File: src/rtl/spi_follower_engine_if.sv
// CPU-side handshake bundle for spi_follower_engine: tx word hand-in and rx word hand-out.
interface spi_follower_engine_if #(
  parameter int MAX_W = 16
);
  logic [MAX_W-1:0] tx_data;
  logic             tx_valid;
  logic             tx_ready;
  logic [MAX_W-1:0] rx_data;
  logic             rx_valid;
  logic             rx_ack;

  modport master (
    output tx_data, tx_valid, rx_ack,
    input  tx_ready, rx_data, rx_valid
  );

  modport slave (
    input  tx_data, tx_valid, rx_ack,
    output tx_ready, rx_data, rx_valid
  );
endinterface

File: src/rtl/spi_follower_engine.sv
// SPI follower engine: oversamples cs/ext_clk/mosi in the clk domain, shifts rx in and tx out.
// Optional macro SPI_FOLLOWER_FRAME_ERR_EN adds a frame_err pulse on aborted frames.
module spi_follower_engine #(
  parameter int               MAX_W = 16,
  parameter logic [MAX_W-1:0] FILL  = '0
) (
  input  logic clk,
  input  logic rst_n,
  input  logic cpol,
  input  logic cpha,
  input  logic len,
  input  logic cs,
  input  logic ext_clk,
  input  logic mosi,
  output logic miso,
  output logic miso_oe,
  output logic overrun,
  output logic busy,
  spi_follower_engine_if.slave host
`ifdef SPI_FOLLOWER_FRAME_ERR_EN
  ,
  output logic frame_err
`endif
);

  localparam int CW = $clog2(MAX_W + 1);
  localparam logic [CW-1:0] CNT_8 = CW'(8);
  localparam logic [CW-1:0] CNT_W = CW'(MAX_W);

  typedef enum logic [1:0] {IDLE, ACTIVE, DONE} state_t;

  state_t           state, state_nxt;
  logic             cs_p0, cs_p1, cs_p2;
  logic             sck_p0, sck_p1, sck_p2;
  logic             mosi_p0, mosi_p1;
  logic             cpol_r, cpha_r, len_r;
  logic             skip;
  logic [MAX_W-1:0] tx_sh, rx_sh, rx_data_r;
  logic [CW-1:0]    cnt, cnt_inc, target;
  logic             rx_valid_r, overrun_r, tx_ready_r;
  logic             cs_fall, sck_lead, sck_trail, smp_edge, sft_edge, capture;

  // Synchronizer outputs: p1 is the usable level, p2 is the previous level for edge detection
  assign cs_fall   = cs_p2 & ~cs_p1;
  assign sck_lead  = (sck_p1 != cpol_r) && (sck_p2 == cpol_r);
  assign sck_trail = (sck_p1 == cpol_r) && (sck_p2 != cpol_r);
  assign smp_edge  = cpha_r ? sck_trail : sck_lead;
  assign sft_edge  = cpha_r ? sck_lead : sck_trail;
  assign cnt_inc   = cnt + 1'b1;
  assign target    = len_r ? CNT_W : CNT_8;
  assign capture   = (state == DONE) && (cnt != '0);

  assign miso_oe       = (state != IDLE) && !cs_p1;
  assign miso          = miso_oe & (len_r ? tx_sh[MAX_W-1] : tx_sh[7]);
  assign busy          = (state != IDLE);
  assign overrun       = overrun_r;
  assign host.rx_data  = rx_data_r;
  assign host.rx_valid = rx_valid_r;
  assign host.tx_ready = tx_ready_r;

  always_ff @(posedge clk or negedge rst_n) begin
    if (!rst_n) state <= IDLE;
    else        state <= state_nxt;
  end

  always_comb begin
    state_nxt = state;
    unique case (state)
      IDLE:    if (cs_fall) state_nxt = ACTIVE;
      ACTIVE:  if (cs_p1) state_nxt = IDLE;
               else if (smp_edge && (cnt_inc == target)) state_nxt = DONE;
      DONE:    if (cs_p1) state_nxt = IDLE;
      default: state_nxt = IDLE;
    endcase
  end

  // Stage p0..p2: input synchronizers and edge-detect history
  always_ff @(posedge clk or negedge rst_n) begin
    if (!rst_n) begin
      cs_p0   <= 1'b1;
      cs_p1   <= 1'b1;
      cs_p2   <= 1'b1;
      sck_p0  <= 1'b0;
      sck_p1  <= 1'b0;
      sck_p2  <= 1'b0;
      mosi_p0 <= 1'b0;
      mosi_p1 <= 1'b0;
    end else begin
      cs_p0   <= cs;
      cs_p1   <= cs_p0;
      cs_p2   <= cs_p1;
      sck_p0  <= ext_clk;
      sck_p1  <= sck_p0;
      sck_p2  <= sck_p1;
      mosi_p0 <= mosi;
      mosi_p1 <= mosi_p0;
    end
  end

  always_ff @(posedge clk or negedge rst_n) begin
    if (!rst_n) begin
      cpol_r     <= 1'b0;
      cpha_r     <= 1'b0;
      len_r      <= 1'b0;
      skip       <= 1'b0;
      tx_sh      <= '0;
      rx_sh      <= '0;
      cnt        <= '0;
      rx_data_r  <= '0;
      rx_valid_r <= 1'b0;
      overrun_r  <= 1'b0;
      tx_ready_r <= 1'b0;
    end else begin
      tx_ready_r <= (state_nxt == IDLE);
      unique case (state)
        IDLE: if (cs_fall) begin
          cpol_r <= cpol;
          cpha_r <= cpha;
          len_r  <= len;
          tx_sh  <= (host.tx_valid && tx_ready_r) ? host.tx_data : FILL;
          rx_sh  <= '0;
          cnt    <= '0;
          skip   <= 1'b1;
        end
        ACTIVE: if (!cs_p1) begin
          if (smp_edge) begin
            rx_sh <= {rx_sh[MAX_W-2:0], mosi_p1};
            cnt   <= cnt_inc;
          end
          // In cpha=1 the MSB is already on miso, so the first leading edge must not shift
          if (sft_edge) begin
            if (cpha_r && skip) skip <= 1'b0;
            else                tx_sh <= {tx_sh[MAX_W-2:0], 1'b0};
          end
        end
        DONE: if (capture) begin
          rx_data_r <= rx_sh;
          cnt       <= '0;
        end
        default: ;
      endcase
      // A word landing in the same cycle as rx_ack wins and does not count as an overrun
      if (capture) begin
        rx_valid_r <= 1'b1;
        if (rx_valid_r && !host.rx_ack) overrun_r <= 1'b1;
      end else if (host.rx_ack) begin
        rx_valid_r <= 1'b0;
      end
    end
  end

`ifdef SPI_FOLLOWER_FRAME_ERR_EN
  logic frame_err_r;
  assign frame_err = frame_err_r;

  always_ff @(posedge clk or negedge rst_n) begin
    if (!rst_n) frame_err_r <= 1'b0;
    else        frame_err_r <= (state == ACTIVE) && cs_p1 && (cnt != '0);
  end
`endif

endmodule

File: src/flat_wrapper.sv
// flat-port wrapper written by rule: the top's interface ports become plain ports
module spi_follower_engine_flat 
#(
  parameter int               MAX_W = 16,
  parameter logic [MAX_W-1:0] FILL  = '0
)
  (clk, rst_n, cpol, cpha, len, cs, ext_clk, mosi, miso, miso_oe, overrun, busy, host_tx_data, host_tx_valid, host_rx_ack, host_tx_ready, host_rx_data, host_rx_valid);
  spi_follower_engine_if #(.MAX_W(MAX_W)) host_i ();
  input  logic clk;
  input  logic rst_n;
  input  logic cpol;
  input  logic cpha;
  input  logic len;
  input  logic cs;
  input  logic ext_clk;
  input  logic mosi;
  output logic miso;
  output logic miso_oe;
  output logic overrun;
  output logic busy;
  input wire logic [$bits(host_i.tx_data)-1:0] host_tx_data;
  input wire logic [$bits(host_i.tx_valid)-1:0] host_tx_valid;
  input wire logic [$bits(host_i.rx_ack)-1:0] host_rx_ack;
  output wire logic [$bits(host_i.tx_ready)-1:0] host_tx_ready;
  output wire logic [$bits(host_i.rx_data)-1:0] host_rx_data;
  output wire logic [$bits(host_i.rx_valid)-1:0] host_rx_valid;
  assign host_i.tx_data = host_tx_data;
  assign host_i.tx_valid = host_tx_valid;
  assign host_i.rx_ack = host_rx_ack;
  assign host_tx_ready = host_i.tx_ready;
  assign host_rx_data = host_i.rx_data;
  assign host_rx_valid = host_i.rx_valid;
  spi_follower_engine #(.MAX_W(MAX_W), .FILL(FILL)) u_core (.clk(clk), .rst_n(rst_n), .cpol(cpol), .cpha(cpha), .len(len), .cs(cs), .ext_clk(ext_clk), .mosi(mosi), .miso(miso), .miso_oe(miso_oe), .overrun(overrun), .busy(busy), .host(host_i));
endmodule
File: config.mk
export PLATFORM = sky130hd
export DESIGN_NAME = spi_follower_engine_flat
export DESIGN_NICKNAME = d
export VERILOG_FILES = /design/src/rtl/spi_follower_engine_if.sv /design/src/rtl/spi_follower_engine.sv /design/src/flat_wrapper.sv
export SDC_FILE = /design/constraint.sdc
export NUM_CORES = 1
export LEC_CHECK = 0
export BUFFER_PORTS_ARGS = -buffer_cell sky130_fd_sc_hd__buf_2
export CAP_MARGIN = 20
export CORE_ASPECT_RATIO = 0.5
export CORE_UTILIZATION = 30
export DETAILED_ROUTE_END_ITERATION = 8
export HOLD_SLACK_MARGIN = 0.06
export SYNTH_ARGS = -nofsm -noshare
export SYNTH_HDL_FRONTEND = slang
export SYNTH_SLANG_ARGS = --single-unit
export TNS_END_PERCENT = 5
File: constraint.sdc
create_clock -name clk -period 2 [get_ports clk]
set_input_delay 0.1 -clock clk [delete_from_list [all_inputs] [get_ports clk]]
set_output_delay 0.1 -clock clk [all_outputs]
set_load 0.02 [all_outputs]
==> results.py <==
metrics = {
    "power": {
        "p_sw_mw": 0.811,
        "switching_share_pct": 24.6,
        "pwr-share-seq_pct": 48.0,
        "leakage_nw": 1.77,
        "max-vdd-ir-drop_uv": 393,
        "p_comb_share_pct": 11.4,
        "power.density_mw_per_mm2": 855,
        "p_clk_share_pct": 40.6,
        "intPower_mw": 2.49,
    },
    "setup_path": {
        "crit_path_max_incr_delay_ns": 0.54,
        "r2r_end": "u_core.tx_sh[3]$_DFFE_PN0P_",
        "cp.required_ns": 2.23,
        "crit_buf_inv": 1,
        "crit_slowest_cell": "and3_1",
        "path_max_fanout": 16,
        "crit_path_start_kind": "flop",
        "rrSetupSlack_ns": 0.18,
        "endpoint_kind": "flop",
        "cp_cell_sequence": "nand2b_1, buf_4, and3_1, a22oi_1, o21ai_0",
        "reg2reg_depth": 5,
        "critPathTopFamily": "simple AND/OR/NAND/NOR gates",
        "endpoint": "u_core.tx_sh[3]$_DFFE_PN0P_",
        "startpoint": "u_core.state[1]$_DFF_PN0_",
        "reg2reg_from": "u_core.state[1]$_DFF_PN0_",
        "critPathArrivalTime_ns": 2.05,
        "path_depth": 5,
        "crit_type": "flop to flop",
    },
    "yosys": {
        "synth-async-reset-ratio_pct": 100,
        "yosysTopAreaCellShare_pct": 55.5,
        "syn_area_per_cell_sq_um": 11.5,
        "synth-edff-count": 0,
        "syn-num-nets": 291,
        "synth-main-ff-cell": "dfrtp_1",
        "syn_area_sq_mm": 0.00302,
        "ys_seq_area_share_pct": 58.1,
        "yosysMostFrequentCell": "dfrtp_1",
        "netlist_top_cells_count": "dfrtp_1, o21ai_0, nand2_1",
        "synth_top_area_cell": "dfrtp_1",
        "synth_area_leaders": "dfrtp_1, mux2_2, o21ai_0, nand2_1, a22oi_1",
        "ys_warn_count": 0,
        "synthDistinctLibCells": 43,
        "synth_seq_cells": 70,
        "syn_inst": 262,
    },
    "global_routing": {
        "grt_pass1_wl_microns": 10200,
        "grt_util_all_layers_pct": 13.1,
        "antenna_found_initial": 0,
        "grt_start_max_net_pins": 45,
        "grt_pass1_vias": 2123,
        "overflow": 0,
    },
    "floorplanning": {
        "num_io_pins": 48,
        "die_w_microns": 144,
        "die_area_sq_mm": 0.0105,
        "fp-row-count": 25,
        "core_sq_mm": 0.00960,
        "die_h_microns": 73.0,
        "start_util_pct": 31.5,
    },
    "finish": {
        "drive_gt1_share_pct": 33.1,
        "area_growth_pct": 27.7,
        "antenna_cells": 0,
        "finalNetCount": 362,
    },
    "timing": {
        "fin_tns_setup_ns": 0,
        "hold_viol": 0,
        "rsz0062_at_grt": "no",
        "period_minus_slack_ns": 1.82,
        "fin_skew_ns": 0.00687,
        "timing.fmax_ghz": 0.550,
        "tightest_slew_ns": 0.649,
        "fin_crit_sh_pct": 90.9,
        "setup_ws_ns": 0.182,
        "slew_headroom_pct": 56.7,
        "maxSlewViolCount": 0,
        "setup_violations": 0,
    },
    "clock_tree": {
        "clkSinkCount": 70,
        "cts_made_buffers": 9,
        "cts_root_buf": "clkbuf_16",
        "clockBufferDepth": 2,
        "cts.clk_slew.worst_paths_ns": 0.05,
        "htree_num_levels": 3,
        "clk_latency_ns": 0.33,
        "tritoncts": "yes",
    },
    "flow_run": {
        "cap_violations": 0,
    },
    "route": {
        "drc": 0,
        "routed_wl_microns": 5980,
        "first_pass_iters": 4,
        "drt_iter0_drc": 111,
        "wl_per_cell_microns": 12.7,
        "vias_per_cell": 4.65,
        "vias": 2187,
        "ant_nets": 0,
    },
    "run_status": {
        "status": "finished, final reports clean",
    },
    "min_path": {
        "hold_path.class": "input pin to flop",
    },
    "placed_design": {
        "place_ws_ns": 0.0136,
        "dp_hpwl_microns": 4210,
        "io_buffer_count": 47,
        "place_congestion": 0.769,
    },
}
power groups by stage:
stage               Combinational (mW)  Sequential (mW)  Clock, mW
floorplan                        0.243             1.58          0
global placement                 0.336             1.60          0
detailed placement               0.349             1.60          0
CTS                              0.378             1.58       1.39
global route                     0.422             1.59       1.45
finish                           0.376             1.58       1.34
state kept, by name, summed over array words and instances (netlist names), 2 cells and up:
register             cells
u_core.cnt               5
u_core.host.rx_data     16
u_core.rx_sh            16
u_core.state             2
u_core.tx_sh            16
per-stage QoR:
stage,area (sq um),cells,power [mW],hold WS (ns),utilization (%)
2_1_floorplan,3020,262,1.83,-0.196,-
3_3_place_gp,3420,438,1.93,0.150,35.6
3_5_place_dp,3420,438,1.95,0.160,35.6
4_1_cts,3850,470,3.35,0.0698,40.1
5_1_grt,3860,470,3.46,0.112,40.2
6_report,3860,470,3.30,0.0785,40.2
layout make-up:
type                    instances  area (sq um)
clock buffers                  10           229
clock inverters                 3          15.0
fillers                       926          5740
inverters                       5          18.8
multi-input cells             173          1170
flip-flops and latches         70          1760
well taps                     135           169
repair buffers                 74           498
tightest hold or removal path: cells and delay by family:
kind                   cells  cell delay, ns
AOI/OAI and AO/OA          2            0.19
buffers and inverters      1            0.08
metal layers:
metal,GRT usage [%],vias up,part of all wire (%)
li1,-,1073,-
met1,16.0,1055,47
met5,0,-,0
met2,20.6,48,47
met4,7.80,0,2.2
met3,4.07,11,3.7
what timing repair did:
action / CTS / global route
buffers inserted: 0 / 0
endpoints found under the hold margin: 41 / 0
hold buffers: 19 / 0
setup endpoints to repair: 0 / 16
resized for setup: 0 / 1
layout by cell type, fill, tap and decap left out, drive strengths merged, types with 7 or more instances in the layout:
master | netlist | layout
dfrtp | 67 | 67
buf | 10 | 55
o21ai | 52 | 52
nand2 | 36 | 36
mux2 | 19 | 19
dlygate4sd3 | 0 | 19
a22oi | 15 | 15
clkbuf | 4 | 10
nor2 | 7 | 7
worst min path at each step:
stage                     start                           end  slack [ns]  cells past startpoint
4_1_cts        host_tx_data[15]  u_core.tx_sh[15]$_DFFE_PN0P_        0.07                      3
2_1_floorplan             rst_n     u_core.cnt[0]$_DFFE_PN0P_       -0.20                      0
6_report       host_tx_data[15]  u_core.tx_sh[15]$_DFFE_PN0P_        0.08                      3
5_1_grt        host_tx_data[15]  u_core.tx_sh[15]$_DFFE_PN0P_        0.11                      3
3_5_place_dp              rst_n       u_core.sck_p0$_DFF_PN0_        0.16                      1
3_3_place_gp              rst_n       u_core.sck_p0$_DFF_PN0_        0.15                      1
kinds of logic (layout without fill, tap and decap cells):
kind of cell	Yosys count	in the layout	synth area share [%]
muxes	22	22	8.20
AOI/OAI and AO/OA	83	83	18.1
adders and majority gates	3	3	1.24
xor gates and xnor gates	3	3	1.12
DFF	70	70	58.1
and+or+nand+nor	62	62	9.94
buffers and inverters	19	92	3.35
Power figures use the tool's default switching activity.
